===== src/rtl/buffer_read_tracker.sv =====
// Per-PU queued read-request tracker: counts buffer read strobes against each PU's head request.
// Optional sticky error flag built only when BRT_ERR_CHECK_EN is defined.
module buffer_read_tracker #(
  parameter int NUM_PU      = 4,
  parameter int D_TYPE_W    = 2,
  parameter int RD_SIZE_W   = 20,
  parameter int PU_ID_W     = $clog2(NUM_PU) + 1,
  parameter int QUEUE_DEPTH = 4
) (
  input  logic                       clk,
  input  logic                       reset,
  input  logic                       rd_req,
  input  logic [RD_SIZE_W-1:0]       rd_req_size,
  input  logic [PU_ID_W-1:0]         rd_req_pu_id,
  input  logic [D_TYPE_W-1:0]        rd_req_d_type,
  output logic                       rd_req_ready,
  input  logic [NUM_PU-1:0]          buffer_read_req,
  output logic [NUM_PU-1:0]          buffer_read_last,
  output logic [NUM_PU-1:0]          buffer_read_empty,
  output logic [NUM_PU*D_TYPE_W-1:0] buffer_read_d_type,
  output logic                       read_error
);

  localparam int AW = $clog2(QUEUE_DEPTH);

  logic              accept;
  logic [NUM_PU-1:0] full;

  assign accept = rd_req && rd_req_ready;

  // Ready drops only when the addressed PU queue is full (no pop bypass).
  always_comb begin
    rd_req_ready = 1'b1;
    for (int i = 0; i < NUM_PU; i++) begin
      if (full[i] && (rd_req_pu_id == PU_ID_W'(i)))
        rd_req_ready = 1'b0;
    end
  end

  for (genvar g = 0; g < NUM_PU; g++) begin : g_pu
    logic [AW:0]            wp;
    logic [AW:0]            rp;
    logic [AW:0]            wp_nx;
    logic [AW:0]            rp_nx;
    logic [RD_SIZE_W-1:0]   cnt;
    logic                   emp;
    logic                   enq;
    logic                   cnt_rd;
    logic                   pop;
    logic [RD_SIZE_W-1:0]   head_sz;
    logic [RD_SIZE_W-1:0]   sz_mem [QUEUE_DEPTH];
    logic [D_TYPE_W-1:0]    dt_mem [QUEUE_DEPTH];

    assign full[g]  = (wp[AW] != rp[AW]) && (wp[AW-1:0] == rp[AW-1:0]);
    assign enq      = accept && (rd_req_size != '0)
                      && (rd_req_pu_id == PU_ID_W'(g));
    assign head_sz  = sz_mem[rp[AW-1:0]];
    assign cnt_rd   = buffer_read_req[g] && !emp;
    assign pop      = cnt_rd && (cnt == head_sz - RD_SIZE_W'(1));
    assign wp_nx    = enq ? wp + (AW+1)'(1) : wp;
    assign rp_nx    = pop ? rp + (AW+1)'(1) : rp;

    assign buffer_read_last[g]  = pop;
    assign buffer_read_empty[g] = emp;
    assign buffer_read_d_type[g*D_TYPE_W +: D_TYPE_W] =
      emp ? '0 : dt_mem[rp[AW-1:0]];

    // Pointers, read counter and registered empty flag.
    always_ff @(posedge clk) begin
      if (reset) begin
        wp  <= '0;
        rp  <= '0;
        cnt <= '0;
        emp <= 1'b1;
      end else begin
        wp  <= wp_nx;
        rp  <= rp_nx;
        emp <= (wp_nx == rp_nx);
        if (pop)
          cnt <= '0;
        else if (cnt_rd)
          cnt <= cnt + RD_SIZE_W'(1);
      end
    end

    // Request storage; contents only observed while the queue is non-empty.
    always_ff @(posedge clk) begin
      if (enq) begin
        sz_mem[wp[AW-1:0]] <= rd_req_size;
        dt_mem[wp[AW-1:0]] <= rd_req_d_type;
      end
    end
  end

`ifdef BRT_ERR_CHECK_EN
  logic pu_ok;
  logic err;

  assign pu_ok      = rd_req_pu_id < PU_ID_W'(NUM_PU);
  assign read_error = err;

  // Sticky: strobe on an empty queue or request to a nonexistent PU.
  always_ff @(posedge clk) begin
    if (reset)
      err <= 1'b0;
    else if ((|(buffer_read_req & buffer_read_empty)) || (accept && !pu_ok))
      err <= 1'b1;
  end
`else
  assign read_error = 1'b0;
`endif

endmodule


===== config.mk =====
export PLATFORM = sky130hd
export DESIGN_NAME = buffer_read_tracker
export DESIGN_NICKNAME = d
export VERILOG_FILES = /design/src/rtl/buffer_read_tracker.sv
export SDC_FILE = /design/constraint.sdc
export NUM_CORES = 1
export LEC_CHECK = 0
export BUFFER_PORTS_ARGS = -buffer_cell sky130_fd_sc_hd__clkbuf_2
export CORE_UTILIZATION = 34
export DETAILED_ROUTE_END_ITERATION = 7
export SLEW_MARGIN = 20
export SYNTH_ARGS = -nofsm -noshare
export SYNTH_HDL_FRONTEND = slang
export SYNTH_SLANG_ARGS = --single-unit

===== constraint.sdc =====
create_clock -name clk -period 10.35 [get_ports clk]
set_clock_uncertainty 0.2 [all_clocks]
set_input_delay 1.035 -clock clk [delete_from_list [all_inputs] [get_ports clk]]
set_output_delay 1.035 -clock clk [all_outputs]
set_load 0.03 [all_outputs]

After elaboration in Yosys (flattened, before gate mapping)
Memory sizes are Yosys's and may differ from the RTL's. A register that Yosys moved wholly into a read port is not among the register bits.
Index checks and enable logic that the tools add are counted.
{"block": "totals", "ff_bits": 108, "memories": 8, "out_inout_bits": 18, "mem_bits_rw": 352, "wordCells": 123}
{"block": "classes", "n_eq_ne": 19, "mux": 32, "addsub": 16, "n_reduce_logical": 32}
{"name": "g_pu[0].sz_mem", "depth": 4, "width": 20, "read_ports": 1, "rd_clocked_by_memory_dff": 1, "wr": 1, "line_no": "51", "text": "logic [RD_SIZE_W-1:0] sz_mem [QUEUE_DEPTH];"}
{"name": "g_pu[1].sz_mem", "depth": 4, "width": 20, "read_ports": 1, "rd_clocked_by_memory_dff": 1, "wr": 1, "line_no": "51"}
{"name": "g_pu[2].sz_mem", "depth": 4, "width": 20, "read_ports": 1, "rd_clocked_by_memory_dff": 1, "wr": 1, "line_no": "51"}
{"name": "g_pu[3].sz_mem", "depth": 4, "width": 20, "read_ports": 1, "rd_clocked_by_memory_dff": 1, "wr": 1, "line_no": "51"}
{"name": "g_pu[0].dt_mem", "depth": 4, "width": 2, "read_ports": 1, "rd_clocked_by_memory_dff": 1, "wr": 1, "line_no": "52", "text": "logic [D_TYPE_W-1:0] dt_mem [QUEUE_DEPTH];"}
{"name": "g_pu[1].dt_mem", "depth": 4, "width": 2, "read_ports": 1, "rd_clocked_by_memory_dff": 1, "wr": 1, "line_no": "52"}
{"name": "2 more memories"}
{"operator": "adder 20 x 1 -> 20 bit, second input constant", "count": 4}
{"operator": "== test 20 bit", "count": 4}
{"operator": "subtractor 20 x 1 -> 20 bit, second input constant", "count": 4}
{"operator": "adder 3 x 1 -> 3 bit, second input constant", "count": 8}
{"operator": "two-way mux 2 bit", "count": 12}
{"operator": "two-way mux 3 bit", "count": 8}
{"operator": "logical AND 1 bit", "count": 22}
{"operator": "nonzero test 20 bit", "count": 1}
{"operator": "== test 3 bit", "count": 4}
{"operator": "two-way mux 1 bit", "count": 12}
{"operator": "== test 2 bit", "count": 4}
{"operator": "OR reduction 2 bit", "count": 4}
{"operator": "== test 3 x 2 -> 1 bit, second input constant", "count": 2}
{"operator": "logical NOT 1 bit", "count": 4}
{"operator": "inequality test 1 bit", "count": 4}
{"operator": "== test 3 x 1 -> 1 bit, second input constant", "count": 1}
{"operator": "logical NOT 3 bit", "count": 1}

Depth between registers and ports, before layout
{"block": "depth", "ltp_word": 12, "depth_mapped": 15}

Worst setup path after synthesis
OpenSTA, ideal clock, no wires.
{"block": "synth_timing", "path_type": "flip-flop to flip-flop", "from": "register g_pu[1].rp[0]", "to": "register g_pu[3].emp", "stages_incl_launch_ff": 11, "period_less_slack_ns": 5.737, "path_slack_ns": 4.613, "setup_time_ns": 0.079, "arrival_time_ns": 5.458, "cell_sequence": "dfxtp_1 > buf_2 > buf_1 > buf_2 > xor2_1 > or3b_2 > o32ai_1 > nor4_1 > xnor2_1 > a311o_1 > o211ai_1"}
{"block": "synth_between", "elab_chain_cells": 11}
{"item": "from (decl)", "line_no": "42", "text": "logic [AW:0] rp;"}
{"item": "from (signal assigned)", "line_no": "77", "text": "rp <= rp_nx;"}
{"item": "== test 2 bit", "line_no": "54", "text": "assign full[g] = (wp[AW] != rp[AW]) && (wp[AW-1:0] == rp[AW-1:0]);"}
{"item": "logical AND 1 bit", "line_no": "54"}
{"item": "logical AND 1 bit", "line_no": "35", "text": "if (full[i] && (rd_req_pu_id == PU_ID_W'(i)))"}
{"item": "two-way mux 1 bit (3 in a row)", "line_no": "35"}
{"item": "logical AND 1 bit", "line_no": "29", "text": "assign accept = rd_req && rd_req_ready;"}
{"item": "logical AND 1 bit", "line_no": "55", "text": "assign enq = accept && (rd_req_size != '0)"}
{"item": "logical AND 1 bit", "line_no": "56", "text": "&& (rd_req_pu_id == PU_ID_W'(g));"}
{"item": "two-way mux 3 bit", "line_no": "60", "text": "assign wp_nx = enq ? wp + (AW+1)'(1) : wp;"}
{"item": "== test 3 bit", "line_no": "78", "text": "emp <= (wp_nx == rp_nx);"}
{"item": "to (signal assigned)", "line_no": "78"}
{"item": "to (decl)", "line_no": "46", "text": "logic emp;"}
No other way between the ends.
A chain may end at the register's enable or synchronous reset.

==> report_table.html <==
<table>
<tr><th>Metric</th><th>Value</th></tr>
<tr><th colspan="2">Status</th></tr>
<tr><td>Run status</td><td>finished, final reports clean</td></tr>
<tr><th colspan="2">Power and ir drop</th></tr>
<tr><td>Combinational share of power</td><td>2.8%</td></tr>
<tr><td>VDD IR max</td><td>0.0001228 V</td></tr>
<tr><td>Leakage Power</td><td>approximately 0.0076 uW</td></tr>
<tr><td>Net switching power of the design</td><td>796.2 uW</td></tr>
<tr><td>Pint</td><td>3103 uW</td></tr>
<tr><td>Post-route total power</td><td>3899 uW</td></tr>
<tr><td>Power share of the clock group</td><td>45.9%</td></tr>
<tr><td>Sequential share of power</td><td>51.3%</td></tr>
<tr><td>Power density relative to cell area</td><td>160.9 nW/um^2</td></tr>
<tr><td>Fraction of power spent switching nets</td><td>roughly 20%</td></tr>
<tr><th colspan="2">Finish</th></tr>
<tr><td>NumNets Final</td><td>between 1500 and 2000</td></tr>
<tr><td>Count of fill cells added during filler insertion</td><td>between 5000 and 6000</td></tr>
<tr><td>Commonest non-fill, non-tap cells in the layout</td><td>sky130_fd_sc_hd__edfxtp_1 (352), sky130_fd_sc_hd__nor2_1 (162), sky130_fd_sc_hd__xnor2_1 (131), sky130_fd_sc_hd__dfxtp_1 (106), sky130_fd_sc_hd__mux4_2 (88)</td></tr>
<tr><td>Number of standard cells in the final layout excluding fillers</td><td>2528</td></tr>
<tr><td>Most common library cell in the layout ignoring fill and taps</td><td>sky130_fd_sc_hd__edfxtp_1</td></tr>
<tr><td>Area growth from synthesis to layout</td><td>13.76%</td></tr>
<tr><td>Fraction of final layout cells sized beyond drive strength 1</td><td>16.76%</td></tr>
<tr><td>Cell area after layout</td><td>between 20000 and 25000 um^2</td></tr>
<tr><th colspan="2">Die</th></tr>
<tr><td>Core Area</td><td>61830 um^2</td></tr>
<tr><td>Width of the die</td><td>~250 um</td></tr>
<tr><td>Die outline area</td><td>63660 um^2</td></tr>
<tr><td>Height of the die</td><td>252.3 um</td></tr>
<tr><td>Effective utilization at floorplan</td><td>34.46%</td></tr>
<tr><td>IO Pins</td><td>50</td></tr>
<tr><td># rows</td><td>91</td></tr>
<tr><th colspan="2">Placed design</th></tr>
<tr><td>Number of port buffers</td><td>48</td></tr>
<tr><td>Final weighted congestion in routability-driven placement</td><td>~0.89</td></tr>
<tr><td>Cells after DPL</td><td>2436</td></tr>
<tr><td>Cell area after placement</td><td>roughly 23000 um^2</td></tr>
<tr><td>Detailed Place HPWL</td><td>around 32 mm</td></tr>
<tr><th colspan="2">Clock network</th></tr>
<tr><td>Post-CTS setup buffers</td><td>0</td></tr>
<tr><td>Number of buffers on the longest clock path</td><td>3</td></tr>
<tr><td>Clock root buffer master</td><td>sky130_fd_sc_hd__clkbuf_16</td></tr>
<tr><td>TritonCTS Buffers</td><td>48</td></tr>
<tr><td>PostCTS Resize Cnt</td><td>0</td></tr>
<tr><td>Clock sink count</td><td>460</td></tr>
<tr><td>Clock input transition at the sequential cells of the worst setup and hold paths</td><td>0.06 ns</td></tr>
<tr><td>Total of hold buffers inserted after clock tree synthesis</td><td>0</td></tr>
<tr><td>TritonCTS clock tree</td><td>done</td></tr>
<tr><td>Later-pin clock latency in the skew report</td><td>0.59 ns</td></tr>
<tr><td>Maximum level of the CTS H-tree</td><td>2</td></tr>
<tr><th colspan="2">Logic synthesis</th></tr>
<tr><td>Share of synthesized area spent on multiplexers</td><td>10.21%</td></tr>
<tr><td>Sequential share of the synthesized area</td><td>59.77%</td></tr>
<tr><td>Count of different cell masters after synthesis</td><td>74</td></tr>
<tr><td>Adder-cell share of the synthesized area</td><td>1.645%</td></tr>
<tr><td>Post-synthesis simple-gate area fraction</td><td>13.09%</td></tr>
<tr><td>Cell area after synthesis</td><td>approximately 21000 um^2</td></tr>
<tr><td>Net count after synthesis</td><td>1641</td></tr>
<tr><td>Number of instances in the synthesized netlist</td><td>1581</td></tr>
<tr><td>Share of the synthesized area in compound gates (AO/OA/AOI/OAI)</td><td>under 10%</td></tr>
<tr><td>Commonest register cell after synthesis</td><td>sky130_fd_sc_hd__edfxtp_1</td></tr>
<tr><td>Dominant combinational cell family by area after synthesis</td><td>simple AND/OR/NAND/NOR gates</td></tr>
<tr><td>Number of synthesized flops with an enable pin</td><td>~350</td></tr>
<tr><td>Number of flip-flops and latches in the synthesized netlist</td><td>460</td></tr>
<tr><td>Xor and xnor area share after synthesis</td><td>8.722%</td></tr>
<tr><td>Post-synthesis async set-or-reset flop share</td><td>0%</td></tr>
<tr><td>Synth Warn #</td><td>0</td></tr>
<tr><td>Avg Cell Area, Syn</td><td>13.47 um^2</td></tr>
<tr><th colspan="2">Critical path</th></tr>
<tr><td>Critical register-to-register path endpoint</td><td>g_pu[3].rp[0]</td></tr>
<tr><td>Sort of element at the end of the critical path</td><td>output port</td></tr>
<tr><td>CP startpoint kind</td><td>flip-flop</td></tr>
<tr><td>Cell with the most instances on the worst path</td><td>sky130_fd_sc_hd__nand2_1</td></tr>
<tr><td>Worst stage delay on the critical path</td><td>0.97 ns</td></tr>
<tr><td>Critical path fanouts, max</td><td>28</td></tr>
<tr><td>Arrival time worst endpoint</td><td>5.07 ns</td></tr>
<tr><td>R2R Setup Slk</td><td>5.05 ns</td></tr>
<tr><td>Data required time of the critical path</td><td>9.12 ns</td></tr>
<tr><td>Reg2reg start</td><td>g_pu[3].rp[0]</td></tr>
<tr><td>Library cell contributing the largest single delay on the critical path</td><td>sky130_fd_sc_hd__dfxtp_2</td></tr>
<tr><td>Crit Path Class</td><td>reg2out</td></tr>
<tr><td>Depth of the most critical reg-to-reg path</td><td>11</td></tr>
<tr><td>Ordered cell list for the critical path</td><td>mux4_2 -&gt; inv_1 -&gt; ha_1 -&gt; nand2_1 -&gt; o22ai_1 -&gt; nand3_1 -&gt; or4_1 -&gt; a21bo_2 -&gt; nor4_1 -&gt; nand2_1 -&gt; nor3_1 -&gt; clkbuf_2</td></tr>
<tr><th colspan="2">Detailed routing</th></tr>
<tr><td>Post-route antenna net violation count</td><td>0</td></tr>
<tr><td>Wire length on met1</td><td>22.18 mm</td></tr>
<tr><td>Avg WL per Cell</td><td>19.01 um</td></tr>
<tr><td>Met3 wire length</td><td>2.614 mm</td></tr>
<tr><td>Drc violations</td><td>0</td></tr>
<tr><td>Number of design-rule violations left by the first detailed-router iteration</td><td>approximately 930</td></tr>
<tr><td>Post-detailed-route via-to-cell ratio</td><td>5.121</td></tr>
<tr><td>Top Metal Used</td><td>met5</td></tr>
<tr><td>Number of vias in the routed layout</td><td>12945</td></tr>
<tr><td>DRT Wirelength</td><td>48.07 mm</td></tr>
<tr><td>Routed length on met2</td><td>22.20 mm</td></tr>
<tr><td>First drt pass iteration count</td><td>7</td></tr>
<tr><th colspan="2">GRT</th></tr>
<tr><td>Largest net degree at the start of global routing</td><td>32</td></tr>
<tr><td>Antenna violations before repair</td><td>2</td></tr>
<tr><td>Total track usage</td><td>between 10% and 20%</td></tr>
<tr><td>Wire length of the first global-routing pass</td><td>approximately 75 mm</td></tr>
<tr><td>Total congestion overflow after global routing</td><td>0</td></tr>
<tr><td>Number of global-route vias before repair</td><td>12819</td></tr>
<tr><th colspan="2">Min path</th></tr>
<tr><td>HP Class</td><td>reg2reg</td></tr>
<tr><td>End point of the worst hold path</td><td>g_pu[1].rp[2]</td></tr>
<tr><td>Hold Path Stages</td><td>2</td></tr>
<tr><td>Start point of the worst min-delay path</td><td>g_pu[1].rp[2]</td></tr>
<tr><th colspan="2">Timing</th></tr>
<tr><td>Final Cycle Share</td><td>60.94%</td></tr>
<tr><td>Number of endpoints with negative hold slack in the final report</td><td>0</td></tr>
<tr><td>Number of setup violations in the final report</td><td>0</td></tr>
<tr><td>Min Clock Period, post-route</td><td>around 6.3 ns</td></tr>
<tr><td>Final hold slack</td><td>0.2991 ns</td></tr>
<tr><td>Max Fclk</td><td>158.5 MHz</td></tr>
<tr><td>Unrepaired setup endpoints after global routing</td><td>false</td></tr>
<tr><td>TNS Setup</td><td>0 ns</td></tr>
<tr><td>Transition time at the pin with the least slew margin</td><td>1.024 ns</td></tr>
<tr><td>Number of max-slew violations in the final report</td><td>0</td></tr>
<tr><td>Worst slew margin relative to its limit</td><td>31.21%</td></tr>
<tr><th colspan="2">Job</th></tr>
<tr><td>Number of max-cap violations</td><td>0</td></tr>
</table>
layout make-up:
class	instances	area, um^2	share of cell area (%)
tap	837	1047	4.321
multi-input combinational	1015	8135	33.57
inverter	38	142.6	0.5886
clock inverter	31	370.4	1.528
clock buffer	59	1274	5.256
antenna	2	5.005	0.02065
sequential	460	12730	52.55
timing repair buffer	86	525.5	2.168
worst max-delay path by stage:
| stage | slack [ns] | cells after the start | startpoint | to |
|---|---|---|---|---|
| final | 4.04 | 12 | g_pu[3].rp[0] | buffer_read_last[3] |
| after detailed placement | 4.55 | 12 | g_pu[3].rp[0] | buffer_read_last[3] |
| after global placement | 4.59 | 12 | g_pu[3].rp[0] | buffer_read_last[3] |
| after global routing | 3.51 | 12 | g_pu[3].rp[0] | buffer_read_last[3] |
| after floorplan | 4.61 | 10 | g_pu[1].rp[0] | g_pu[3].emp |
| after CTS | 3.91 | 12 | g_pu[3].rp[0] | buffer_read_last[3] |
worst max-delay path: cells and delay by family, from the launching register on:
| family | cells | cell delay [ns] |
|---|---|---|
| adders and majority gates | 1 | 0.21 |
| buffers and inverters | 2 | 0.35 |
| AOI/OAI and AO/OA | 2 | 0.71 |
| and+or+nand+nor | 6 | 1.56 |
| muxes | 1 | 0.67 |
| DFF | 1 | 0.97 |
state kept, by name, summed over array words and instances, names as in the netlist:
name / count
g_pu.wp: 12
g_pu.rp: 12
g_pu.cnt: 80
g_pu.emp: 4
g_pu.sz_mem: 320
g_pu.dt_mem: 32
stage by stage:
stage	util (%)	setup WS (ns)
floorplan	-	4.613
global placement	36.53	4.585
detailed placement	36.53	4.551
CTS	39.19	3.910
global route	39.19	3.509
finish	39.20	4.043
cell families after synthesis:
kind of cell | count (synthesis)
buffers and inverters | 106
and+or+nand+nor | 537
adders and majority gates | 28
DFF | 460
AOI/OAI and AO/OA | 134
muxes | 106
other | 1
xor gates and xnor gates | 209
power groups by stage:
stage	logic, uW	registers (uW)	clock network (uW)
after detailed placement	111	2040	0
after floorplan	53.5	2040	0
after global placement	108	2040	0
after CTS	111	2000	1830
after global routing	120	2000	1890
final	110	2000	1790
Yosys cell counts, types with 10 or more instances:
master / instances / share of area, %
sky130_fd_sc_hd__xor2_1: 76 / 3.1
sky130_fd_sc_hd__nand4_1: 43 / 1.3
sky130_fd_sc_hd__nor2_1: 162 / 2.9
sky130_fd_sc_hd__mux4_2: 88 / 9.3
sky130_fd_sc_hd__nand3_1: 46 / 1.1
sky130_fd_sc_hd__or3_1: 17 / 0.50
sky130_fd_sc_hd__clkbuf_1: 40 / 0.70
sky130_fd_sc_hd__xnor2_1: 131 / 5.4
sky130_fd_sc_hd__a31oi_1: 10 / 0.29
sky130_fd_sc_hd__o21ai_0: 18 / 0.42
sky130_fd_sc_hd__nor3_1: 47 / 1.1
sky130_fd_sc_hd__nand4b_1: 10 / 0.41
sky130_fd_sc_hd__or4_1: 14 / 0.49
sky130_fd_sc_hd__buf_2: 11 / 0.26
sky130_fd_sc_hd__nand2b_1: 11 / 0.32
sky130_fd_sc_hd__a21oi_1: 24 / 0.56
sky130_fd_sc_hd__edfxtp_1: 352 / 50
sky130_fd_sc_hd__inv_1: 38 / 0.67
sky130_fd_sc_hd__and2_1: 23 / 0.68
sky130_fd_sc_hd__nand2_1: 65 / 1.1
sky130_fd_sc_hd__o31ai_1: 13 / 0.46
sky130_fd_sc_hd__ha_1: 28 / 1.6
sky130_fd_sc_hd__mux2i_1: 11 / 0.52
sky130_fd_sc_hd__and3_1: 14 / 0.41
sky130_fd_sc_hd__nor4_1: 26 / 0.76
sky130_fd_sc_hd__dfxtp_1: 108 / 10
sky130_fd_sc_hd__nor2b_1: 19 / 0.56
routing by layer:
metal  vias to the layer above  GRT usage [%]
met5                         -              0
met2                       288          24.48
met3                        74          3.007
met1                      6461          21.03
met4                         4          4.000
li1                       6118              -
Power figures use the tool's default switching activity.
